### src/rtl/rf_pkg.sv
// Shared types and constants for the register-file write arbiter and scoreboard.
// Build option RF_ZERO_REG_EN: register NUM_REGS-1 becomes a hardwired zero register.
package rf_pkg;

  localparam int DATA_W   = 64;
  localparam int ADDR_W   = 5;
  localparam int NUM_REGS = 1 << ADDR_W;
  localparam int ZERO_REG = NUM_REGS - 1;

`ifdef RF_ZERO_REG_EN
  localparam bit ZERO_REG_EN = 1'b1;
`else
  localparam bit ZERO_REG_EN = 1'b0;
`endif

  typedef struct packed {
    logic              valid;
    logic [ADDR_W-1:0] addr;
    logic [DATA_W-1:0] data;
  } wb_req_t;

  // Which writeback source currently holds priority when both request.
  typedef enum logic {
    SEL_ALU = 1'b0,
    SEL_MEM = 1'b1
  } arb_sel_e;

  // True only for the hardwired zero register, and only when that option is built in.
  function automatic logic is_zero_reg(input logic [ADDR_W-1:0] addr);
    return ZERO_REG_EN && (addr == ADDR_W'(ZERO_REG));
  endfunction

endpackage

### src/rtl/rf_write_arbiter_if.sv
// Writeback request handshakes and the register-file write port bundle.
interface rf_write_arbiter_if;
  import rf_pkg::*;

  // Handshake: a request transfers on a cycle where valid && ready are both high;
  // ready is combinational from valid and never rises without it.
  logic              req0_valid;
  logic [ADDR_W-1:0] req0_addr;
  logic [DATA_W-1:0] req0_data;
  logic              req0_ready;

  logic              req1_valid;
  logic [ADDR_W-1:0] req1_addr;
  logic [DATA_W-1:0] req1_data;
  logic              req1_ready;

  logic              rf_write;
  logic [ADDR_W-1:0] rf_wrAddr;
  logic [DATA_W-1:0] rf_wrData;

  modport slave (
    input  req0_valid, req0_addr, req0_data,
    input  req1_valid, req1_addr, req1_data,
    output req0_ready, req1_ready,
    output rf_write, rf_wrAddr, rf_wrData
  );

  modport master (
    output req0_valid, req0_addr, req0_data,
    output req1_valid, req1_addr, req1_data,
    input  req0_ready, req1_ready,
    input  rf_write, rf_wrAddr, rf_wrData
  );

endinterface

### src/rtl/rf_scoreboard.sv
// Per-register pending-write scoreboard: reservations set busy, committed writes clear it.
module rf_scoreboard
  import rf_pkg::*;
(
  input  logic                clk,
  input  logic                reset,
  input  logic                rsv_valid,
  input  logic [ADDR_W-1:0]   rsv_addr,
  output logic                rsv_ready,
  input  logic                clr_en,
  input  logic [ADDR_W-1:0]   clr_addr,
  input  logic [ADDR_W-1:0]   rdAddrA,
  input  logic [ADDR_W-1:0]   rdAddrB,
  output logic                hazA,
  output logic                hazB,
  output logic [NUM_REGS-1:0] busy
);

  logic [NUM_REGS-1:0] busy_q;
  logic [NUM_REGS-1:0] set_mask;
  logic [NUM_REGS-1:0] clr_mask;
  logic [NUM_REGS-1:0] keep_mask;
  logic [NUM_REGS-1:0] busy_next;

  // A register with a write still outstanding cannot be reserved again (WAW order).
  assign rsv_ready = rsv_valid && !busy_q[rsv_addr];

  always_comb begin
    set_mask  = '0;
    clr_mask  = '0;
    keep_mask = '1;
    if (rsv_ready) set_mask[rsv_addr] = 1'b1;
    if (clr_en)    clr_mask[clr_addr] = 1'b1;
    if (ZERO_REG_EN) keep_mask[ZERO_REG] = 1'b0;
    // Clear first, then set: a same-edge reservation outlives the commit.
    busy_next = ((busy_q & ~clr_mask) | set_mask) & keep_mask;
  end

  always_ff @(posedge clk or posedge reset) begin
    if (reset) begin
      busy_q <= '0;
    end else begin
      busy_q <= busy_next;
    end
  end

  assign busy = busy_q;
  assign hazA = busy_q[rdAddrA];
  assign hazB = busy_q[rdAddrB];

endmodule

### src/rtl/rf_write_arbiter.sv
// Round-robin arbiter for the ALU and load writeback paths onto the single RF write port.
// Build option RF_ZERO_REG_EN: writes to register NUM_REGS-1 are accepted but suppressed.
module rf_write_arbiter
  import rf_pkg::*;
(
  input  logic                 clk,
  input  logic                 reset,
  rf_write_arbiter_if.slave    wb,
  input  logic                 rsv_valid,
  input  logic [ADDR_W-1:0]    rsv_addr,
  output logic                 rsv_ready,
  input  logic [ADDR_W-1:0]    rdAddrA,
  input  logic [ADDR_W-1:0]    rdAddrB,
  output logic                 hazA,
  output logic                 hazB,
  output logic [NUM_REGS-1:0]  busy,
  output logic                 rr_state
);

  wb_req_t  req0;
  wb_req_t  req1;
  wb_req_t  win;
  arb_sel_e rr_ptr;
  logic     grant0;
  logic     grant1;
  logic     commit;

  logic              write_q;
  logic [ADDR_W-1:0] wr_addr_q;
  logic [DATA_W-1:0] wr_data_q;

  assign req0 = '{valid: wb.req0_valid, addr: wb.req0_addr, data: wb.req0_data};
  assign req1 = '{valid: wb.req1_valid, addr: wb.req1_addr, data: wb.req1_data};

  always_comb begin
    grant0 = req0.valid && (!req1.valid || (rr_ptr == SEL_ALU));
    grant1 = req1.valid && (!req0.valid || (rr_ptr == SEL_MEM));
    win    = '0;
    if (grant0)      win = req0;
    else if (grant1) win = req1;
    // An accepted zero-register write still consumes the grant but never reaches the RF.
    commit = win.valid && !is_zero_reg(win.addr);
  end

  assign wb.req0_ready = grant0;
  assign wb.req1_ready = grant1;

  always_ff @(posedge clk or posedge reset) begin
    if (reset) begin
      rr_ptr    <= SEL_ALU;
      write_q   <= 1'b0;
      wr_addr_q <= '0;
      wr_data_q <= '0;
    end else begin
      // Priority moves to the loser only after a contested cycle.
      if (req0.valid && req1.valid) begin
        rr_ptr <= grant0 ? SEL_MEM : SEL_ALU;
      end
      write_q <= commit;
      if (commit) begin
        wr_addr_q <= win.addr;
        wr_data_q <= win.data;
      end
    end
  end

  assign wb.rf_write  = write_q;
  assign wb.rf_wrAddr = wr_addr_q;
  assign wb.rf_wrData = wr_data_q;
  assign rr_state     = rr_ptr;

  rf_scoreboard u_scoreboard (
    .clk       (clk),
    .reset     (reset),
    .rsv_valid (rsv_valid),
    .rsv_addr  (rsv_addr),
    .rsv_ready (rsv_ready),
    .clr_en    (write_q),
    .clr_addr  (wr_addr_q),
    .rdAddrA   (rdAddrA),
    .rdAddrB   (rdAddrB),
    .hazA      (hazA),
    .hazB      (hazB),
    .busy      (busy)
  );

endmodule

### src/flat_wrapper.sv
// flat-port wrapper written by rule: the top's interface ports become plain ports
module rf_write_arbiter_flat import rf_pkg::*;
  (clk, reset, rsv_valid, rsv_addr, rsv_ready, rdAddrA, rdAddrB, hazA, hazB, busy, rr_state, wb_req0_valid, wb_req0_addr, wb_req0_data, wb_req1_valid, wb_req1_addr, wb_req1_data, wb_req0_ready, wb_req1_ready, wb_rf_write, wb_rf_wrAddr, wb_rf_wrData);
  rf_write_arbiter_if wb_i ();
  input  logic clk;
  input  logic reset;
  input  logic rsv_valid;
  input  logic [ADDR_W-1:0] rsv_addr;
  output logic rsv_ready;
  input  logic [ADDR_W-1:0] rdAddrA;
  input  logic [ADDR_W-1:0] rdAddrB;
  output logic hazA;
  output logic hazB;
  output logic [NUM_REGS-1:0] busy;
  output logic rr_state;
  input wire logic [$bits(wb_i.req0_valid)-1:0] wb_req0_valid;
  input wire logic [$bits(wb_i.req0_addr)-1:0] wb_req0_addr;
  input wire logic [$bits(wb_i.req0_data)-1:0] wb_req0_data;
  input wire logic [$bits(wb_i.req1_valid)-1:0] wb_req1_valid;
  input wire logic [$bits(wb_i.req1_addr)-1:0] wb_req1_addr;
  input wire logic [$bits(wb_i.req1_data)-1:0] wb_req1_data;
  output wire logic [$bits(wb_i.req0_ready)-1:0] wb_req0_ready;
  output wire logic [$bits(wb_i.req1_ready)-1:0] wb_req1_ready;
  output wire logic [$bits(wb_i.rf_write)-1:0] wb_rf_write;
  output wire logic [$bits(wb_i.rf_wrAddr)-1:0] wb_rf_wrAddr;
  output wire logic [$bits(wb_i.rf_wrData)-1:0] wb_rf_wrData;
  assign wb_i.req0_valid = wb_req0_valid;
  assign wb_i.req0_addr = wb_req0_addr;
  assign wb_i.req0_data = wb_req0_data;
  assign wb_i.req1_valid = wb_req1_valid;
  assign wb_i.req1_addr = wb_req1_addr;
  assign wb_i.req1_data = wb_req1_data;
  assign wb_req0_ready = wb_i.req0_ready;
  assign wb_req1_ready = wb_i.req1_ready;
  assign wb_rf_write = wb_i.rf_write;
  assign wb_rf_wrAddr = wb_i.rf_wrAddr;
  assign wb_rf_wrData = wb_i.rf_wrData;
  rf_write_arbiter u_core (.clk(clk), .reset(reset), .wb(wb_i), .rsv_valid(rsv_valid), .rsv_addr(rsv_addr), .rsv_ready(rsv_ready), .rdAddrA(rdAddrA), .rdAddrB(rdAddrB), .hazA(hazA), .hazB(hazB), .busy(busy), .rr_state(rr_state));
endmodule
### config.mk
export PLATFORM = sky130hd
export DESIGN_NAME = rf_write_arbiter_flat
export DESIGN_NICKNAME = d
export VERILOG_FILES = /design/src/rtl/rf_pkg.sv /design/src/rtl/rf_write_arbiter_if.sv /design/src/rtl/rf_scoreboard.sv /design/src/rtl/rf_write_arbiter.sv /design/src/flat_wrapper.sv
export SDC_FILE = /design/constraint.sdc
export NUM_CORES = 1
export LEC_CHECK = 0
export BUFFER_PORTS_ARGS = -buffer_cell sky130_fd_sc_hd__buf_2
export CAP_MARGIN = 20
export CORE_MARGIN = 2
export CORE_UTILIZATION = 53
export DETAILED_ROUTE_END_ITERATION = 12
export PLACE_DENSITY_LB_ADDON = 0.08
export SKIP_CTS_REPAIR_TIMING = 1
export SYNTH_ARGS = -nofsm -noshare
export SYNTH_HDL_FRONTEND = slang
export SYNTH_HIERARCHICAL = 1
export SYNTH_SLANG_ARGS = --single-unit
### constraint.sdc
create_clock -name clk -period 6.4 [get_ports clk]
set_input_delay 1.28 -clock clk [delete_from_list [all_inputs] [get_ports clk]]
set_output_delay 1.28 -clock clk [all_outputs]
set_load 0.01 [all_outputs]
# After elaboration in Yosys (flattened, before gate mapping)
# Cells that the tools add are included.
# word_totals
output_inout_bits,108
mem_count,0
latch_bits,0
wordCells,41
rom_bits,0
ramBits,0
regBits,103
# op_classes
n_shift,0
reduce_logical,11
muxes,15
n_eq_ne,0
n_lt_le_gt_ge,6
bitwise_logic,4
div_mod_pow,0
mul,0
n_addsub,0
# ops
operator,n
70-bit 2-to-1 mux,2
32-bit 2-to-1 mux,2
32-bit bitwise AND,1
32-bit inverter,1
32-bit OR,1
"5-bit by 6-bit less-than comparator with 1-bit output, second input constant",4
1-bit binary-select mux with 5-bit select,3
1-bit demux with 5-bit select,2
"5-bit by 1-bit greater-or-equal comparator with 1-bit output, second input constant",2
1-bit logical AND,6
1-bit 2-to-1 mux,6
1-bit zero test,3
1-bit logical OR,2
1-bit inverter,1

# Logic depth before layout (Yosys ltp)
# Gate-level depths: netlist of run 1.
# depth
ltp_word,8
depth_mapped,7
mapped_depth_nobuf,5

# Hierarchy
# The synthesis of run 1 kept the hierarchy.
# by_module_without_submodules
mod,cells_each,area_per_inst_um2,n_inst
rf_write_arbiter,401,4061.4,1
rf_scoreboard,211,2339.7,1

# Worst setup path before layout of run 1
# OpenSTA, ideal clock, no wires.
# synth_timing
path_type,input to output
from,input rdAddrA[0]
to,output hazA
arrival_time_ns,2.772
path_buffers,1
slack_ns,2.348
path_stages,4
cell_sequence,buf_2 > mux4_2 > mux4_2 > mux2_2
# synth_via
elab_chain_cells,2
# synth_lines
element,line_no,text
"start, declared",flat_wrapper.sv:10,input logic [ADDR_W-1:0] rdAddrA;
1-bit binary-select mux with 5-bit select,rf_scoreboard.sv:48,assign hazA = busy_q[rdAddrA];
1-bit 2-to-1 mux (implied by the code),rf_scoreboard.sv:48,
"end, declared",flat_wrapper.sv:12,output logic hazA;
# No other way between the ends. The select of a mux whose other input is x is not followed.

# Worst setup path after layout of run 1
# Ends and elaborated chain as after synthesis.

==> report_table.html, run 1 <==
<table>
<tr><th>Metric</th><th>Value</th></tr>
<tr><th colspan="2">Synthesis</th></tr>
<tr><td>Number of storage elements in the synthesis netlist</td><td>~100</td></tr>
<tr><td>Biggest area consumer among synthesized cells</td><td>sky130_fd_sc_hd__dfrtp_1</td></tr>
<tr><td>Post-Syn Area</td><td>between 6000 and 7000 sq um</td></tr>
<tr><td>Share of flip-flops with an asynchronous set or reset after synthesis</td><td>100%</td></tr>
<tr><td>Synthesized instance count</td><td>about 600</td></tr>
<tr><td>Mean post-synth cell area</td><td>between 10 and 15 sq um</td></tr>
<tr><td>Share of the synthesized area in the top cell type</td><td>40.3%</td></tr>
<tr><td>Total of warnings raised by yosys</td><td>6</td></tr>
<tr><td>Net count after synthesis</td><td>770</td></tr>
<tr><td>Sequential cell area fraction in the yosys report</td><td>between 40% and 50%</td></tr>
<tr><td>Post-synth EDFFs</td><td>0</td></tr>
<tr><td>Most area-consuming cells after synthesis</td><td>sky130_fd_sc_hd__dfrtp_1, sky130_fd_sc_hd__mux2i_1, sky130_fd_sc_hd__mux4_2, sky130_fd_sc_hd__and3_1, sky130_fd_sc_hd__a31oi_1</td></tr>
<tr><td>Leading register cell type out of synthesis</td><td>sky130_fd_sc_hd__dfrtp_1</td></tr>
<tr><td>Number of library cell types mapped by synthesis</td><td>38</td></tr>
<tr><th colspan="2">Global routing</th></tr>
<tr><td>Via count of the first global-routing pass</td><td>6158</td></tr>
<tr><td>Maximum number of pins on one net before global-route repair</td><td>between 100 and 150</td></tr>
<tr><td>Total routing usage reported by global routing</td><td>a little under a third</td></tr>
<tr><td>Antenna violations before repair</td><td>2</td></tr>
<tr><td>Global-route wire length before repair</td><td>about 32 mm</td></tr>
<tr><td>Gr ovfl total</td><td>0</td></tr>
<tr><th colspan="2">Hold path</th></tr>
<tr><td>Class of the most critical hold timing path</td><td>reg2reg</td></tr>
<tr><th colspan="2">Timing</th></tr>
<tr><td>Slew of the pin with the lowest slew margin</td><td>about 1.1 ns</td></tr>
<tr><td>WHS</td><td>about 0.55 ns</td></tr>
<tr><td>RSZ-0062 raised after global routing</td><td>no</td></tr>
<tr><td>Post-Route Skew</td><td>0.0105 ns</td></tr>
<tr><td>Max Clock Freq</td><td>roughly 240 MHz</td></tr>
<tr><td>Number of hold-slack violations in the final timing report</td><td>0</td></tr>
<tr><td>Pins Over Slew Limit</td><td>0</td></tr>
<tr><td>Setup TNS</td><td>0 ns</td></tr>
<tr><td>Share of the cycle needed by the critical path after routing</td><td>roughly two thirds</td></tr>
<tr><td>Time the worst path needs with I/O delays and setup</td><td>between 4 and 5 ns</td></tr>
<tr><td>Setup violations, final</td><td>0</td></tr>
<tr><td>Relative slew slack</td><td>approximately 29%</td></tr>
<tr><td>Final worst setup slack</td><td>between 2 and 2.5 ns</td></tr>
<tr><th colspan="2">Drt</th></tr>
<tr><td>Count of TritonRoute iterations in the first routing pass</td><td>5</td></tr>
<tr><td>Residual antenna-violating net count after detailed routing</td><td>0</td></tr>
<tr><td>DR vias</td><td>about 6200</td></tr>
<tr><td>Routed via count divided by cell count</td><td>roughly 6.2</td></tr>
<tr><td>Post-route DRC violation count</td><td>0</td></tr>
<tr><td>Count of routing violations after the opening detailed-route iteration</td><td>548</td></tr>
<tr><td>Routed wire length</td><td>~20 mm</td></tr>
<tr><td>Detail-routed net length per standard cell</td><td>20.7 um</td></tr>
<tr><th colspan="2">Finish</th></tr>
<tr><td>Area overhead of the layout relative to synthesis</td><td>23.0%</td></tr>
<tr><td>Area used by multi-input combinational logic</td><td>around 3400 sq um</td></tr>
<tr><td>Total Nets Final</td><td>993</td></tr>
<tr><td>Fraction of final layout cells with drive strength greater than 1</td><td>between 40% and 50%</td></tr>
<tr><td>Sequential standard cell area</td><td>about 2600 sq um</td></tr>
<tr><td>Fraction of the core area covered by cells at the end of the flow</td><td>between 60% and 70%</td></tr>
<tr><td>Number of standard cells in the layout, taps in and fillers out</td><td>~990</td></tr>
<tr><td>Filler Cells Inserted</td><td>between 900 and 1000</td></tr>
<tr><th colspan="2">Clock tree</th></tr>
<tr><td>Number of H-tree levels</td><td>3</td></tr>
<tr><td>TritonCTS buffer count</td><td>9</td></tr>
<tr><td>Num Clock Sinks</td><td>103</td></tr>
<tr><td>Clock slew seen by the registers of the worst setup and hold paths</td><td>roughly 0.070 ns</td></tr>
<tr><td>Clock latency on the worst-skew pair</td><td>0.36 ns</td></tr>
<tr><td>Clock buffer depth</td><td>2</td></tr>
<tr><td>TritonCTS clock tree</td><td>yes</td></tr>
<tr><td>Clock tree root driver cell</td><td>sky130_fd_sc_hd__clkbuf_16</td></tr>
<tr><th colspan="2">Floorplanning</th></tr>
<tr><td>Height of the chip</td><td>114 um</td></tr>
<tr><td>Number of core rows</td><td>40</td></tr>
<tr><td>Die Footprint</td><td>between 10000 and 15000 sq um</td></tr>
<tr><td>Top-level port count</td><td>about 270</td></tr>
<tr><td>Initial Utilization</td><td>~54%</td></tr>
<tr><td>Core region area</td><td>~12000 sq um</td></tr>
<tr><td>Floorplan die width</td><td>114 um</td></tr>
<tr><th colspan="2">Place</th></tr>
<tr><td>Worst setup slack before clock tree synthesis</td><td>between 2 and 2.5 ns</td></tr>
<tr><td>HPWL reported at the end of detailed placement</td><td>roughly 14 mm</td></tr>
<tr><td>Cell count after placement</td><td>971</td></tr>
<tr><td>Final weighted congestion in routability-driven placement</td><td>1.03</td></tr>
<tr><td>Count of input and output buffers</td><td>about 270</td></tr>
<tr><th colspan="2">Worst setup path</th></tr>
<tr><td>Worst-path fanout max</td><td>8</td></tr>
<tr><td>Peak per-stage delay on the critical path</td><td>0.57 ns</td></tr>
<tr><td>Critical-path cell with the highest stage delay</td><td>sky130_fd_sc_hd__mux4_2</td></tr>
<tr><td>Critical path start-end classification</td><td>in2out</td></tr>
<tr><td>Data required, critical path</td><td>between 5 and 6 ns</td></tr>
<tr><td>Startpoint type of the worst setup path</td><td>input pin</td></tr>
<tr><td>Top delay family on crit path</td><td>multiplexers</td></tr>
<tr><td>Kind of capture point of the worst setup path</td><td>primary output</td></tr>
<tr><td>Cell chain of the critical path</td><td>buf_2, mux4_2, mux4_2, mux2_2, buf_2</td></tr>
<tr><td>Critical path buffers and inverters</td><td>2</td></tr>
<tr><td>Data arrival at the endpoint of the critical path</td><td>~3.0 ns</td></tr>
<tr><th colspan="2">Power and ir drop</th></tr>
<tr><td>P_int</td><td>1.72 mW</td></tr>
<tr><td>Clock network fraction of total power</td><td>19.0%</td></tr>
<tr><td>Share of total power in sequential cells</td><td>39.6%</td></tr>
<tr><td>Switching power</td><td>about 1.2 mW</td></tr>
<tr><td>Switch share</td><td>between 40% and 50%</td></tr>
<tr><td>Power Density</td><td>367 nW/um^2</td></tr>
<tr><td>Combinational power share</td><td>41.5%</td></tr>
<tr><td>Maximum resistive drop on vdd</td><td>around 0.16 mV</td></tr>
<tr><td>Leakage component of the power</td><td>between 3 and 4 nW</td></tr>
<tr><th colspan="2">Job</th></tr>
<tr><td>Maximum Capacitance Violations</td><td>0</td></tr>
<tr><th colspan="2">Outcome</th></tr>
<tr><td>Outcome</td><td>completed</td></tr>
</table>
==> per-stage QoR <==
stage / power (mW) / instance area (sq um)
after floorplan: 1.85 / 6400
after global placement: 2.28 / 7550
after detailed placement: 2.33 / 7580
final: 2.89 / 7880
after global routing: 3.05 / 7870
after CTS: 2.88 / 7870
==> cell usage after synthesis (2+ instances only) <==
cell type	n
sky130_fd_sc_hd__a31oi_1	69
sky130_fd_sc_hd__nor2_1	4
sky130_fd_sc_hd__buf_1	5
sky130_fd_sc_hd__dfrtp_1	103
sky130_fd_sc_hd__mux2i_1	70
sky130_fd_sc_hd__or3b_2	2
sky130_fd_sc_hd__nor2b_1	3
sky130_fd_sc_hd__buf_2	12
sky130_fd_sc_hd__buf_6	20
sky130_fd_sc_hd__nor3b_1	3
sky130_fd_sc_hd__and3_1	70
sky130_fd_sc_hd__and3b_1	2
sky130_fd_sc_hd__a22o_1	2
sky130_fd_sc_hd__and2_1	3
sky130_fd_sc_hd__nand3b_1	5
sky130_fd_sc_hd__nand3_1	2
sky130_fd_sc_hd__mux4_2	26
sky130_fd_sc_hd__clkbuf_1	20
sky130_fd_sc_hd__o21ai_0	36
sky130_fd_sc_hd__mux2_2	3
sky130_fd_sc_hd__o21ai_2	29
sky130_fd_sc_hd__inv_1	4
sky130_fd_sc_hd__nand2_1	37
sky130_fd_sc_hd__o21ai_1	68
==> power groups by stage <==
stage	Sequential (mW)	Combinational, mW	Clock (mW)
4_1_cts	1.13	1.19	0.555
3_5_place_dp	1.14	1.19	0
5_1_grt	1.16	1.31	0.582
6_report	1.14	1.20	0.549
3_3_place_gp	1.13	1.15	0
2_1_floorplan	1.13	0.717	0
==> placed cells by master, fill, tap and decap left out, types with 2 or more instances in the layout <==
cell type | netlist | final
sky130_fd_sc_hd__buf_2 | 12 | 263
sky130_fd_sc_hd__dfrtp_1 | 103 | 102
sky130_fd_sc_hd__mux2i_1 | 70 | 70
sky130_fd_sc_hd__and3_1 | 70 | 70
sky130_fd_sc_hd__a31oi_1 | 69 | 69
sky130_fd_sc_hd__o21ai_1 | 68 | 68
sky130_fd_sc_hd__nand2_1 | 37 | 37
sky130_fd_sc_hd__o21ai_0 | 36 | 36
sky130_fd_sc_hd__o21ai_2 | 29 | 29
sky130_fd_sc_hd__mux4_2 | 26 | 26
sky130_fd_sc_hd__clkbuf_16 | 0 | 9
sky130_fd_sc_hd__buf_4 | 1 | 7
sky130_fd_sc_hd__nand3b_1 | 5 | 5
sky130_fd_sc_hd__nor2_1 | 4 | 4
sky130_fd_sc_hd__clkbuf_8 | 0 | 3
sky130_fd_sc_hd__inv_1 | 4 | 3
sky130_fd_sc_hd__and2_1 | 3 | 3
sky130_fd_sc_hd__nor3b_1 | 3 | 3
sky130_fd_sc_hd__mux2_2 | 3 | 3
sky130_fd_sc_hd__nor2b_1 | 3 | 3
sky130_fd_sc_hd__diode_2 | 0 | 2
sky130_fd_sc_hd__clkinvlp_4 | 0 | 2
sky130_fd_sc_hd__a22o_1 | 2 | 2
sky130_fd_sc_hd__and3b_1 | 2 | 2
sky130_fd_sc_hd__or3b_2 | 2 | 2
sky130_fd_sc_hd__nand3_1 | 2 | 2
==> kinds of logic after synthesis <==
| family | after synthesis | share of synthesized area [%] |
|---|---|---|
| compound gates | 208 | 19.7 |
| simple gates | 137 | 12.3 |
| flops | 103 | 40.3 |
| mux | 100 | 21.0 |
| buf+inv | 63 | 6.59 |
| xor+xnor | 1 | 0.137 |
==> worst reg2reg max path: cells and delay by family, from the launching register on <==
kind	cells	cell delay [ns]
compound gates	3	0.77
simple gates	1	0.11
mux	1	0.53
flops	1	0.47
buf+inv	1	0.30
==> routing by layer <==
metal,wire (um),vias to the layer above,global-route usage (%),share of wire (%)
met5,0,-,0,0
met4,820,0,13.8,4.0
met3,1840,71,8.93,9.0
met2,10300,347,53.7,50
met1,7610,2985,37.4,37
li1,-,2776,-,-
==> path summary, 6_finish.rpt <==
| kind | start | end | slack [ns] | depth (start not counted) |
|---|---|---|---|---|
| max in group asynchronous | reset | u_core/rr_state$_DFFE_PP0P_ | 4.52 | 3 |
| worst max-delay path | rdAddrA[0] | hazA | 2.15 | 5 |
| worst min-delay path | u_core/wb.rf_wrData[55]$_DFFE_PP0P_ | u_core/wb.rf_wrData[55]$_DFFE_PP0P_ | 0.55 | 2 |
| min in group asynchronous | reset | u_core/u_scoreboard/busy[21]$_DFF_PP0_ | 0.95 | 2 |
| worst max register to register | u_core/u_scoreboard/busy[14]$_DFF_PP0_ | u_core/u_scoreboard/busy[25]$_DFF_PP0_ | 4.13 | 6 |
| worst min register to register | u_core/wb.rf_wrData[55]$_DFFE_PP0P_ | u_core/wb.rf_wrData[55]$_DFFE_PP0P_ | 0.55 | 2 |
==> state kept, by name, indices dropped and copies added, names as in the netlist <==
| register | cells |
|---|---|
| u_core/wb.rf_wrAddr | 5 |
| u_core/wb.rf_write | 1 |
| u_core/rr_state | 1 |
| u_core/wb.rf_wrData | 64 |
| u_core/u_scoreboard/busy | 32 |
==> area by class of cell <==
type	instances	area share (%)
Tap cell	147	2.34
Timing Repair Buffer	271	17.7
Sequential cell	103	32.7
Clock buffer	12	3.38
Multi-Input combinational cell	446	43.2
Antenna cell	2	0.0635
Clock inverter	4	0.365
Inverter	4	0.191
Note: power is estimated with default switching activity, not from simulation.
==> run 2, diff against run 1 <==
- CORE_UTILIZATION: 53 -> 44
- clock period: 6.4 -> 3.6 ns (I/O delays scaled with it)
==> report_table.html, run 2 (synthesis gave the netlist of run 1 again) <==
<table>
<tr><th>Metric</th><th>Value</th></tr>
<tr><th colspan="2">Timing</th></tr>
<tr><td>Share of the cycle needed by the critical path after routing</td><td>between 80% and 90%</td></tr>
<tr><td>Post-Route Skew</td><td>between 0.007 and 0.008 ns</td></tr>
<tr><td>Setup violations, final</td><td>0</td></tr>
<tr><td>Relative slew slack</td><td>36.2%</td></tr>
<tr><td>Max Clock Freq</td><td>around 320 MHz</td></tr>
<tr><td>RSZ-0062 raised after global routing</td><td>no</td></tr>
<tr><td>Slew of the pin with the lowest slew margin</td><td>~0.96 ns</td></tr>
<tr><td>Pins Over Slew Limit</td><td>0</td></tr>
<tr><td>Number of hold-slack violations in the final timing report</td><td>0</td></tr>
<tr><td>Time the worst path needs with I/O delays and setup</td><td>3.11 ns</td></tr>
<tr><td>Setup TNS</td><td>0 ns</td></tr>
<tr><th colspan="2">Finish</th></tr>
<tr><td>Most used cells in the layout excluding fill and tap cells</td><td>sky130_fd_sc_hd__buf_2, sky130_fd_sc_hd__dfrtp_1, sky130_fd_sc_hd__mux2i_1, sky130_fd_sc_hd__and3_1, sky130_fd_sc_hd__a31oi_1</td></tr>
<tr><td>Area overhead of the layout relative to synthesis</td><td>24.4%</td></tr>
<tr><td>Most frequent standard cell in the layout excluding fill and tap cells</td><td>sky130_fd_sc_hd__buf_2</td></tr>
<tr><td>Fraction of final layout cells with drive strength greater than 1</td><td>42.2%</td></tr>
<tr><td>Total Nets Final</td><td>996</td></tr>
<tr><td>Filler Cells Inserted</td><td>between 1000 and 1500</td></tr>
<tr><td>Number of standard cells in the layout, taps in and fillers out</td><td>approximately 1000</td></tr>
<tr><td>Max reg flops</td><td>64</td></tr>
<tr><th colspan="2">Drt</th></tr>
<tr><td>DR vias</td><td>between 6000 and 7000</td></tr>
<tr><td>Met3 wire len</td><td>roughly 1.9 mm</td></tr>
<tr><td>Post-route DRC violation count</td><td>0</td></tr>
<tr><td>Count of routing violations after the opening detailed-route iteration</td><td>about 410</td></tr>
<tr><td>Routed via count divided by cell count</td><td>about 6</td></tr>
<tr><td>Count of TritonRoute iterations in the first routing pass</td><td>5</td></tr>
<tr><td>Routed wire length</td><td>approximately 21 mm</td></tr>
<tr><td>Residual antenna-violating net count after detailed routing</td><td>0</td></tr>
<tr><td>Top routing layer in use</td><td>met5</td></tr>
<tr><td>Routed met2 length</td><td>between 10 and 15 mm</td></tr>
<tr><td>Post-Route M1 WL</td><td>about 8.1 mm</td></tr>
<tr><td>Detail-routed net length per standard cell</td><td>20.4 um</td></tr>
<tr><th colspan="2">Place</th></tr>
<tr><td>Final weighted congestion in routability-driven placement</td><td>about 1</td></tr>
<tr><td>Count of input and output buffers</td><td>~270</td></tr>
<tr><td>HPWL reported at the end of detailed placement</td><td>14.7 mm</td></tr>
<tr><td>Cell count after placement</td><td>a little over 1000</td></tr>
<tr><th colspan="2">Floorplanning</th></tr>
<tr><td>Number of core rows</td><td>44</td></tr>
<tr><td>Height of the chip</td><td>125 um</td></tr>
<tr><td>Die Footprint</td><td>around 16000 sq um</td></tr>
<tr><td>Floorplan die width</td><td>between 100 and 150 um</td></tr>
<tr><td>Core region area</td><td>approximately 14000 sq um</td></tr>
<tr><td>Top-level port count</td><td>~270</td></tr>
<tr><td>Initial Utilization</td><td>~45%</td></tr>
<tr><th colspan="2">Clock tree</th></tr>
<tr><td>Clock buffer depth</td><td>2</td></tr>
<tr><td>Num Clock Sinks</td><td>a little over 100</td></tr>
<tr><td>TritonCTS buffer count</td><td>9</td></tr>
<tr><td>Clock slew seen by the registers of the worst setup and hold paths</td><td>roughly 0.07 ns</td></tr>
<tr><td>Clock latency on the worst-skew pair</td><td>approximately 0.35 ns</td></tr>
<tr><td>Clock tree root driver cell</td><td>sky130_fd_sc_hd__clkbuf_16</td></tr>
<tr><td>TritonCTS clock tree</td><td>yes</td></tr>
<tr><td>Number of H-tree levels</td><td>3</td></tr>
<tr><th colspan="2">Hold path</th></tr>
<tr><td>Class of the most critical hold timing path</td><td>in2async</td></tr>
<tr><th colspan="2">Power and ir drop</th></tr>
<tr><td>Switch share</td><td>between 40% and 50%</td></tr>
<tr><td>Leakage component of the power</td><td>between 3 and 4 nW</td></tr>
<tr><td>Power Density</td><td>657 nW/um^2</td></tr>
<tr><td>Share of total power in sequential cells</td><td>between 30% and 40%</td></tr>
<tr><td>Switching power</td><td>~2.1 mW</td></tr>
<tr><td>P_int</td><td>between 3 and 4 mW</td></tr>
<tr><td>Combinational power share</td><td>40.0%</td></tr>
<tr><td>Maximum resistive drop on vdd</td><td>0.261 mV</td></tr>
<tr><td>Clock network fraction of total power</td><td>between 20% and 30%</td></tr>
<tr><th colspan="2">Worst setup path</th></tr>
<tr><td>Startpoint type of the worst setup path</td><td>input pin</td></tr>
<tr><td>Worst R2R Path Depth</td><td>6</td></tr>
<tr><td>Data arrival at the endpoint of the critical path</td><td>about 2.4 ns</td></tr>
<tr><td>R2r endpoint</td><td>u_core/u_scoreboard/busy[31]$_DFF_PP0_</td></tr>
<tr><td>R2R Setup Slk</td><td>around 1.4 ns</td></tr>
<tr><td>Reg-to-reg critical path startpoint</td><td>u_core/u_scoreboard/busy[13]$_DFF_PP0_</td></tr>
<tr><td>Critical path start-end classification</td><td>in2out</td></tr>
<tr><td>Kind of capture point of the worst setup path</td><td>primary output</td></tr>
<tr><td>Data required, critical path</td><td>2.88 ns</td></tr>
<tr><td>Worst-path fanout max</td><td>8</td></tr>
<tr><th colspan="2">Global routing</th></tr>
<tr><td>Gr ovfl total</td><td>0</td></tr>
<tr><td>Antenna violations before repair</td><td>2</td></tr>
<tr><td>Total routing usage reported by global routing</td><td>roughly 27%</td></tr>
<tr><td>Maximum number of pins on one net before global-route repair</td><td>82</td></tr>
<tr><td>Global-route wire length before repair</td><td>around 33 mm</td></tr>
<tr><td>Via count of the first global-routing pass</td><td>6222</td></tr>
<tr><th colspan="2">Job</th></tr>
<tr><td>Maximum Capacitance Violations</td><td>0</td></tr>
<tr><th colspan="2">Outcome</th></tr>
<tr><td>Outcome</td><td>completed</td></tr>
</table>
==> run 2: cell types whose count changed in the layout (fill, tap and decap cells not counted), sizes merged <==
cell      change
buf           +3
clkbuf        -3
bufinv        +2
clkinv        +2
clkinvlp      -1
diode         -1
==> run 2: metal layers <==
layer  track usage [%]  vias to the layer above
met1              32.8                     3027
met4              10.7                        2
met3              8.16                       47
li1                  -                     2781
met5                 0                        -
met2              45.1                      292
==> run 2: power groups by stage <==
stage               sequential (mW)  clock, mW  combinational (mW)
finish                         2.07       1.07                2.09
global route                   2.11       1.15                2.27
CTS                            2.05       1.10                2.10
detailed placement             2.06          0                2.09
global placement               2.05          0                2.03
floorplan                      2.01          0                1.27
==> run 2: cell type report <==
type	instances	area (sq um)	area share, %
Timing Repair Buffer	274	1410	17.7
Tap cell	184	230	2.89
Multi-Input combinational cell	446	3400	42.7
Inverter	4	16.3	0.204
Clock buffer	9	225	2.83
Clock inverter	7	95.1	1.19
Antenna cell	1	2.50	0.0314
Sequential cell	103	2580	32.4
==> run 2: critical path, cell delays in order <==
cell	delay (ns)
sky130_fd_sc_hd__buf_2	0.24
sky130_fd_sc_hd__mux4_2	0.55
sky130_fd_sc_hd__mux4_2	0.47
sky130_fd_sc_hd__mux2_2	0.27
sky130_fd_sc_hd__buf_2	0.14
==> run 2: worst max-delay path by stage <==
stage	startpoint	depth (start not counted)	to	slack [ns]
2_1_floorplan	rdAddrA[0]	4	hazA	0.67
3_3_place_gp	rsv_addr[0]	7	rsv_ready	0.53
5_1_grt	rsv_addr[0]	7	rsv_ready	0.39
4_1_cts	rdAddrB[0]	5	hazB	0.48
3_5_place_dp	rdAddrB[0]	5	hazB	0.48
6_report	rdAddrA[0]	5	hazA	0.49
==> run 2: per-stage QoR <==
stage	worst slack [ns]	utilization (%)	hold WS [ns]	area [sq um]	total power, mW
finish	0.489	55.4	0.331	7960	5.23
CTS	0.479	55.3	0.497	7940	5.25
global route	0.389	55.4	0.352	7960	5.54
detailed placement	0.479	53.0	0.536	7620	4.16
floorplan	0.668	-	0.584	6400	3.28
global placement	0.527	53.0	0.525	7620	4.08
